`src/rtl/cla_nibble_seq_adder.sv`:
```
// Sequential WIDTH-bit adder: one 4-bit carry-lookahead slice is reused
// for every nibble, LSB first, with the nibble carry held in a register
// between cycles. Result is complete on the cycle done pulses.

// 4-bit carry-lookahead slice: carries are flat sum-of-products of g/p,
// so no carry ripples through the nibble.
module cla_nibble_slice (
    input  logic [3:0] i_a,
    input  logic [3:0] i_b,
    input  logic       i_c0,
    output logic [3:0] o_s,
    output logic       o_c3,
    output logic       o_c4
);
    logic [3:0] w_g, w_p;
    logic       w_c1, w_c2, w_c3, w_c4;

    assign w_g  = i_a & i_b;
    assign w_p  = i_a ^ i_b;
    assign w_c1 = w_g[0] | (w_p[0] & i_c0);
    assign w_c2 = w_g[1] | (w_p[1] & w_g[0]) | (w_p[1] & w_p[0] & i_c0);
    assign w_c3 = w_g[2] | (w_p[2] & w_g[1]) | (w_p[2] & w_p[1] & w_g[0])
                | (w_p[2] & w_p[1] & w_p[0] & i_c0);
    assign w_c4 = w_g[3] | (w_p[3] & w_g[2]) | (w_p[3] & w_p[2] & w_g[1])
                | (w_p[3] & w_p[2] & w_p[1] & w_g[0])
                | (w_p[3] & w_p[2] & w_p[1] & w_p[0] & i_c0);
    assign o_s  = w_p ^ {w_c3, w_c2, w_c1, i_c0};
    assign o_c3 = w_c3;
    assign o_c4 = w_c4;
endmodule

module cla_nibble_seq_adder #(
    parameter int WIDTH = 16
) (
    input  logic             i_clk,
    input  logic             i_rst_n,
    input  logic             i_start,
    input  logic [WIDTH-1:0] i_a,
    input  logic [WIDTH-1:0] i_b,
    input  logic             i_cin,
    output logic             o_busy,
    output logic             o_done,
    output logic [WIDTH-1:0] o_sum,
    output logic             o_cout,
    output logic             o_ovf
);
    localparam int NIBBLES = WIDTH / 4;
    localparam int IDX_W   = (NIBBLES > 1) ? $clog2(NIBBLES) : 1;
    localparam logic [IDX_W-1:0] LAST_IDX = IDX_W'(NIBBLES - 1);

    typedef enum logic [1:0] {S_IDLE, S_ADD, S_DONE} state_t;

    state_t           r_state, w_state_nxt;
    logic [WIDTH-1:0] r_a, r_b, r_sum;
    logic [IDX_W-1:0] r_idx;
    logic             r_carry, r_busy, r_done, r_cout, r_ovf;

    logic [3:0]       w_sa, w_sb, w_ss;
    logic             w_c3, w_c4, w_accept, w_last;

    // start is honoured only outside ADD, so an in-flight add can't be disturbed
    assign w_accept = i_start && (r_state != S_ADD);
    assign w_last   = (r_idx == LAST_IDX);
    assign w_sa     = r_a[{r_idx, 2'b00} +: 4];
    assign w_sb     = r_b[{r_idx, 2'b00} +: 4];

    cla_nibble_slice u_slice (
        .i_a  (w_sa),
        .i_b  (w_sb),
        .i_c0 (r_carry),
        .o_s  (w_ss),
        .o_c3 (w_c3),
        .o_c4 (w_c4)
    );

    // State register
    always_ff @(posedge i_clk) begin
        if (!i_rst_n) r_state <= S_IDLE;
        else          r_state <= w_state_nxt;
    end

    // Next-state decode
    always_comb begin
        w_state_nxt = r_state;
        case (r_state)
            S_IDLE:  if (i_start) w_state_nxt = S_ADD;
            S_ADD:   if (w_last)  w_state_nxt = S_DONE;
            S_DONE:  w_state_nxt = i_start ? S_ADD : S_IDLE;
            default: w_state_nxt = S_IDLE;
        endcase
    end

    // Datapath: operand capture, one nibble per ADD cycle, registered flags
    always_ff @(posedge i_clk) begin
        if (!i_rst_n) begin
            r_a     <= '0;
            r_b     <= '0;
            r_sum   <= '0;
            r_idx   <= '0;
            r_carry <= 1'b0;
            r_busy  <= 1'b0;
            r_done  <= 1'b0;
            r_cout  <= 1'b0;
            r_ovf   <= 1'b0;
        end else begin
            // flags follow the next state so busy/done are true registers
            r_busy <= (w_state_nxt == S_ADD);
            r_done <= (w_state_nxt == S_DONE);
            if (w_accept) begin
                r_a     <= i_a;
                r_b     <= i_b;
                r_carry <= i_cin;
                r_idx   <= '0;
                r_sum   <= '0;
                r_cout  <= 1'b0;
                r_ovf   <= 1'b0;
            end else if (r_state == S_ADD) begin
                r_sum[{r_idx, 2'b00} +: 4] <= w_ss;
                r_carry <= w_c4;
                r_idx   <= r_idx + 1'b1;
                if (w_last) begin
                    r_cout <= w_c4;
                    r_ovf  <= w_c3 ^ w_c4;
                end
            end
        end
    end

    assign o_busy = r_busy;
    assign o_done = r_done;
    assign o_sum  = r_sum;
    assign o_cout = r_cout;
    assign o_ovf  = r_ovf;
endmodule

```
`config.mk`:
```
export PLATFORM = sky130hd
export DESIGN_NAME = cla_nibble_seq_adder
export DESIGN_NICKNAME = d
export VERILOG_FILES = /design/src/rtl/cla_nibble_seq_adder.sv
export SDC_FILE = /design/constraint.sdc
export NUM_CORES = 1
export LEC_CHECK = 0
export CAP_MARGIN = 20
export CORE_MARGIN = 2
export CORE_UTILIZATION = 50
export DETAILED_ROUTE_END_ITERATION = 10
export GPL_ROUTABILITY_DRIVEN = 0
export PLACE_DENSITY = 0.79
export SETUP_SLACK_MARGIN = 0.1
export SKIP_CTS_REPAIR_TIMING = 1
export SLEW_MARGIN = 10
export SYNTH_ARGS = -nofsm -noshare
export SYNTH_HDL_FRONTEND = slang
export SYNTH_SLANG_ARGS = --single-unit
```
`constraint.sdc`:
```
create_clock -name i_clk -period 3.5 [get_ports i_clk]
set_input_delay 1.05 -clock i_clk [delete_from_list [all_inputs] [get_ports i_clk]]
set_output_delay 1.05 -clock i_clk [all_outputs]
set_load 0.01 [all_outputs]
```
==> flow_metrics.py <==
metrics = {
    "global_routing": {
        "grt_max_degree": 40,
        "track_usage_pct": 21.5,
        "grt_antenna_before_repair": 0,
        "grt_util_met3_pct": 5.69,
        "globalRouteMet1Util_pct": 28.3,
        "grtUsageMet2_pct": 34.0,
        "overflow": 0,
        "grt_pass1_vias": 2151,
        "grt-busiest-layer": "met2",
        "grt_first_pass_wirelength_um": 10100,
    },
    "route": {
        "via_per_inst": 5.29,
        "wl_per_cell_um": 14.4,
        "ant_nets": 0,
        "drc": 0,
        "wl_um": 5900,
        "vias": 2162,
        "drtIter0Drc": 142,
        "firstDrtPassIters": 5,
    },
    "final_layout": {
        "area_growth_pct": 28.3,
        "fillers": 441,
        "seq_area_um2": 1140,
        "layout-drive-gt1-share_pct": 12.7,
        "instances_no_fill": 409,
        "antenna_cells": 0,
        "final_cell_area_um2": 3350,
        "nets": 384,
        "multi_input_area_um2": 1350,
    },
    "pwr": {
        "switching_power_uw": 362,
        "sequentialPowerShare_pct": 47.5,
        "p_comb_share_pct": 13.5,
        "p_leak_nw": 1.26,
        "p_sw_share_pct": 24.7,
        "power_density_nw_per_um2": 438,
        "clockPowerShare_pct": 39.0,
        "intPower_mw": 1.11,
        "peakVddDrop_mv": 0.359,
    },
    "sta": {
        "rsz0062_at_grt": "false",
        "finalHoldViolations": 0,
        "slew_viol_final": 0,
        "timing.fmax_ghz": 0.366,
        "fin_crit_ns": 2.73,
        "tightestPinTransition_ns": 0.671,
        "finClkSkew_ns": 0.00674,
        "setup_viol": 0,
        "min_period_over_period_pct": 78.1,
        "fin_setup_tns_ns": 0,
        "slew_headroom_pct": 55.2,
    },
    "placement": {
        "portBuffers": 55,
        "dp.cells": 395,
        "placed_area_um2": 3170,
        "hpwl_um": 4210,
    },
    "clocking": {
        "clock_path_buffers": 2,
        "clock_latency_ns": 0.33,
        "path_clk_slew_ns": 0.06,
        "cts_max_level": 3,
        "clock-sinks": 57,
        "numCtsBuffers": 9,
        "cts_tree": "done",
        "root_buffer": "clkbuf_8",
    },
    "synth": {
        "synth_seq_cells": 57,
        "synth.area.top_cells": "dfxtp_1 (44%), nand2_1 (11%), a21oi_1 (7.5%)",
        "yosysTopAreaCell": "dfxtp_1",
        "syn_nets": 331,
        "ys.flop_type": "dfxtp_1",
        "synth_top_area_share_pct": 43.7,
        "syn_area_um2": 2610,
        "syn_inst": 283,
        "yosys.cell_types.count": 42,
        "syn_avg_cell_area_um2": 9.24,
        "synth_edf_count": 0,
        "ys_warn_count": 0,
        "synth_seq_area_share_pct": 43.7,
        "async_flop_share_pct": 0,
    },
    "setup_path": {
        "crit_type": "reg -> reg",
        "end_kind": "flip-flop",
        "crit_chain": "mux4_2, ha_1, a211oi_2, o21bai_4, a21oi_1, a211oi_1",
        "worst_ep_required_time_ns": 3.68,
        "slowest_stage": "dfxtp_1",
        "crit_arrival_ns": 2.92,
        "critPathBufInv": 0,
        "max_stage_delay_ns": 0.75,
        "crit_path_start_kind": "flip-flop",
        "cp_max_fo": 13,
        "critPathTopFamily": "compound AO/OA/AOI/OAI gates",
    },
    "job": {
        "max_cap_violations": 0,
    },
    "die": {
        "fp-row-count": 26,
        "die_w_um": 76.3,
        "die_area_um2": 5820,
        "core_area_um2": 5070,
        "die_h_um": 76.3,
        "boundaryPins": 56,
        "start_util_pct": 51.5,
    },
    "hold_path": {
        "hp-class": "reg -> reg",
    },
    "status": {
        "status": "complete, no violations",
    },
}
-- metrics by stage --
| step | hold WS [ns] | util, % | total power [mW] | worst slack [ns] |
|---|---|---|---|---|
| after detailed placement | 0.447 | 62.5 | 0.908 | 0.726 |
| after global routing | 0.469 | 66.1 | 1.53 | 0.532 |
| after global placement | 0.439 | 62.5 | 0.902 | 0.775 |
| final | 0.451 | 66.1 | 1.47 | 0.767 |
| after floorplan | 0.433 | - | 0.839 | 1.07 |
| after CTS | 0.455 | 66.1 | 1.48 | 0.736 |
-- cell usage after synthesis (2+ instances only) --
cell and count:
nand2_1 75, dfxtp_1 57, a21oi_1 39, nor2_1 15, ha_1 11, nand3_1 10, a22oi_1 8, mux4_2 8
buf_2 5, clkbuf_1 5, a32oi_1 4, buf_6 4, nand4_1 4, a211oi_2 3, inv_2 3, a211oi_1 2
and2_1 2, and3_1 2, buf_4 2, nor4_4 2
-- cell usage in the layout (no fill, tap or decap), types with 2 or more instances in the layout --
| cell | n |
|---|---|
| nand4_1 | 4 |
| nor4_4 | 2 |
| a32oi_1 | 4 |
| a211oi_1 | 2 |
| ha_1 | 11 |
| clkdlybuf4s50_1 | 55 |
| nand3_1 | 10 |
| clkbuf_8 | 10 |
| buf_4 | 3 |
| nand2_1 | 75 |
| a21oi_1 | 39 |
| mux4_2 | 8 |
| dfxtp_1 | 57 |
| clkinv_2 | 3 |
| and2_1 | 2 |
| and3_1 | 2 |
| a22oi_1 | 8 |
| a211oi_2 | 3 |
| inv_2 | 3 |
| nor2_1 | 15 |
-- registers in the layout, summed over array words and instances, names as in the netlist --
name     cells
r_state      2
o_busy       1
r_carry      1
r_a         16
r_idx        2
o_ovf        1
o_sum       16
o_done       1
o_cout       1
r_b         16
-- worst reg2reg max path, stage by stage, from the launching register on --
cell,delay (ns)
dfxtp_1,0.75
mux4_2,0.66
ha_1,0.36
a211oi_2,0.34
o21bai_4,0.15
a21oi_1,0.23
a211oi_1,0.11
-- power by group through the flow --
stage / clock network [mW] / registers (mW) / logic [mW]
floorplan: 0 / 0.704 / 0.135
global placement: 0 / 0.710 / 0.192
detailed placement: 0 / 0.712 / 0.196
CTS: 0.583 / 0.697 / 0.199
global route: 0.612 / 0.700 / 0.220
finish: 0.573 / 0.697 / 0.199
-- cell families (layout without fill, tap and decap cells) --
family | after synthesis | after routing | synth area share (%)
AOI/OAI and AO/OA | 63 | 63 | 15.6
xor gates and xnor gates | 1 | 1 | 0.335
muxes | 10 | 10 | 7.71
buffers and inverters | 20 | 76 | 4.55
and+or+nand+nor | 120 | 120 | 22.1
DFF | 57 | 57 | 43.7
adders and majority gates | 12 | 12 | 6.03
-- layer usage --
layer | up-vias | wire (um) | part of all wire (%)
met5 | - | 0 | 0
met4 | 0 | 85 | 1.4
li1 | 1089 | - | -
met3 | 10 | 342 | 5.8
met2 | 69 | 2770 | 47
met1 | 994 | 2700 | 46
-- cell type report --
type	count	share of cell area [%]
tap	70	2.61
multi-input combinational	206	40.4
timing repair buffer	58	17.1
clock inverter	4	1.34
inverter	4	0.448
clock buffer	10	4.10
sequential	57	34.0
-- worst paths after layout --
path / from / endpoint / slack [ns] / cells after the start
worst min register to register: r_b[5] / r_b[5] / 0.45 / 2
worst max-delay path: r_idx[0] / o_cout / 0.77 / 6
worst min-delay path: r_b[5] / r_b[5] / 0.45 / 2
worst max register to register: r_idx[0] / o_cout / 0.77 / 6
No activity file was read; power rests on OpenSTA's default activity.
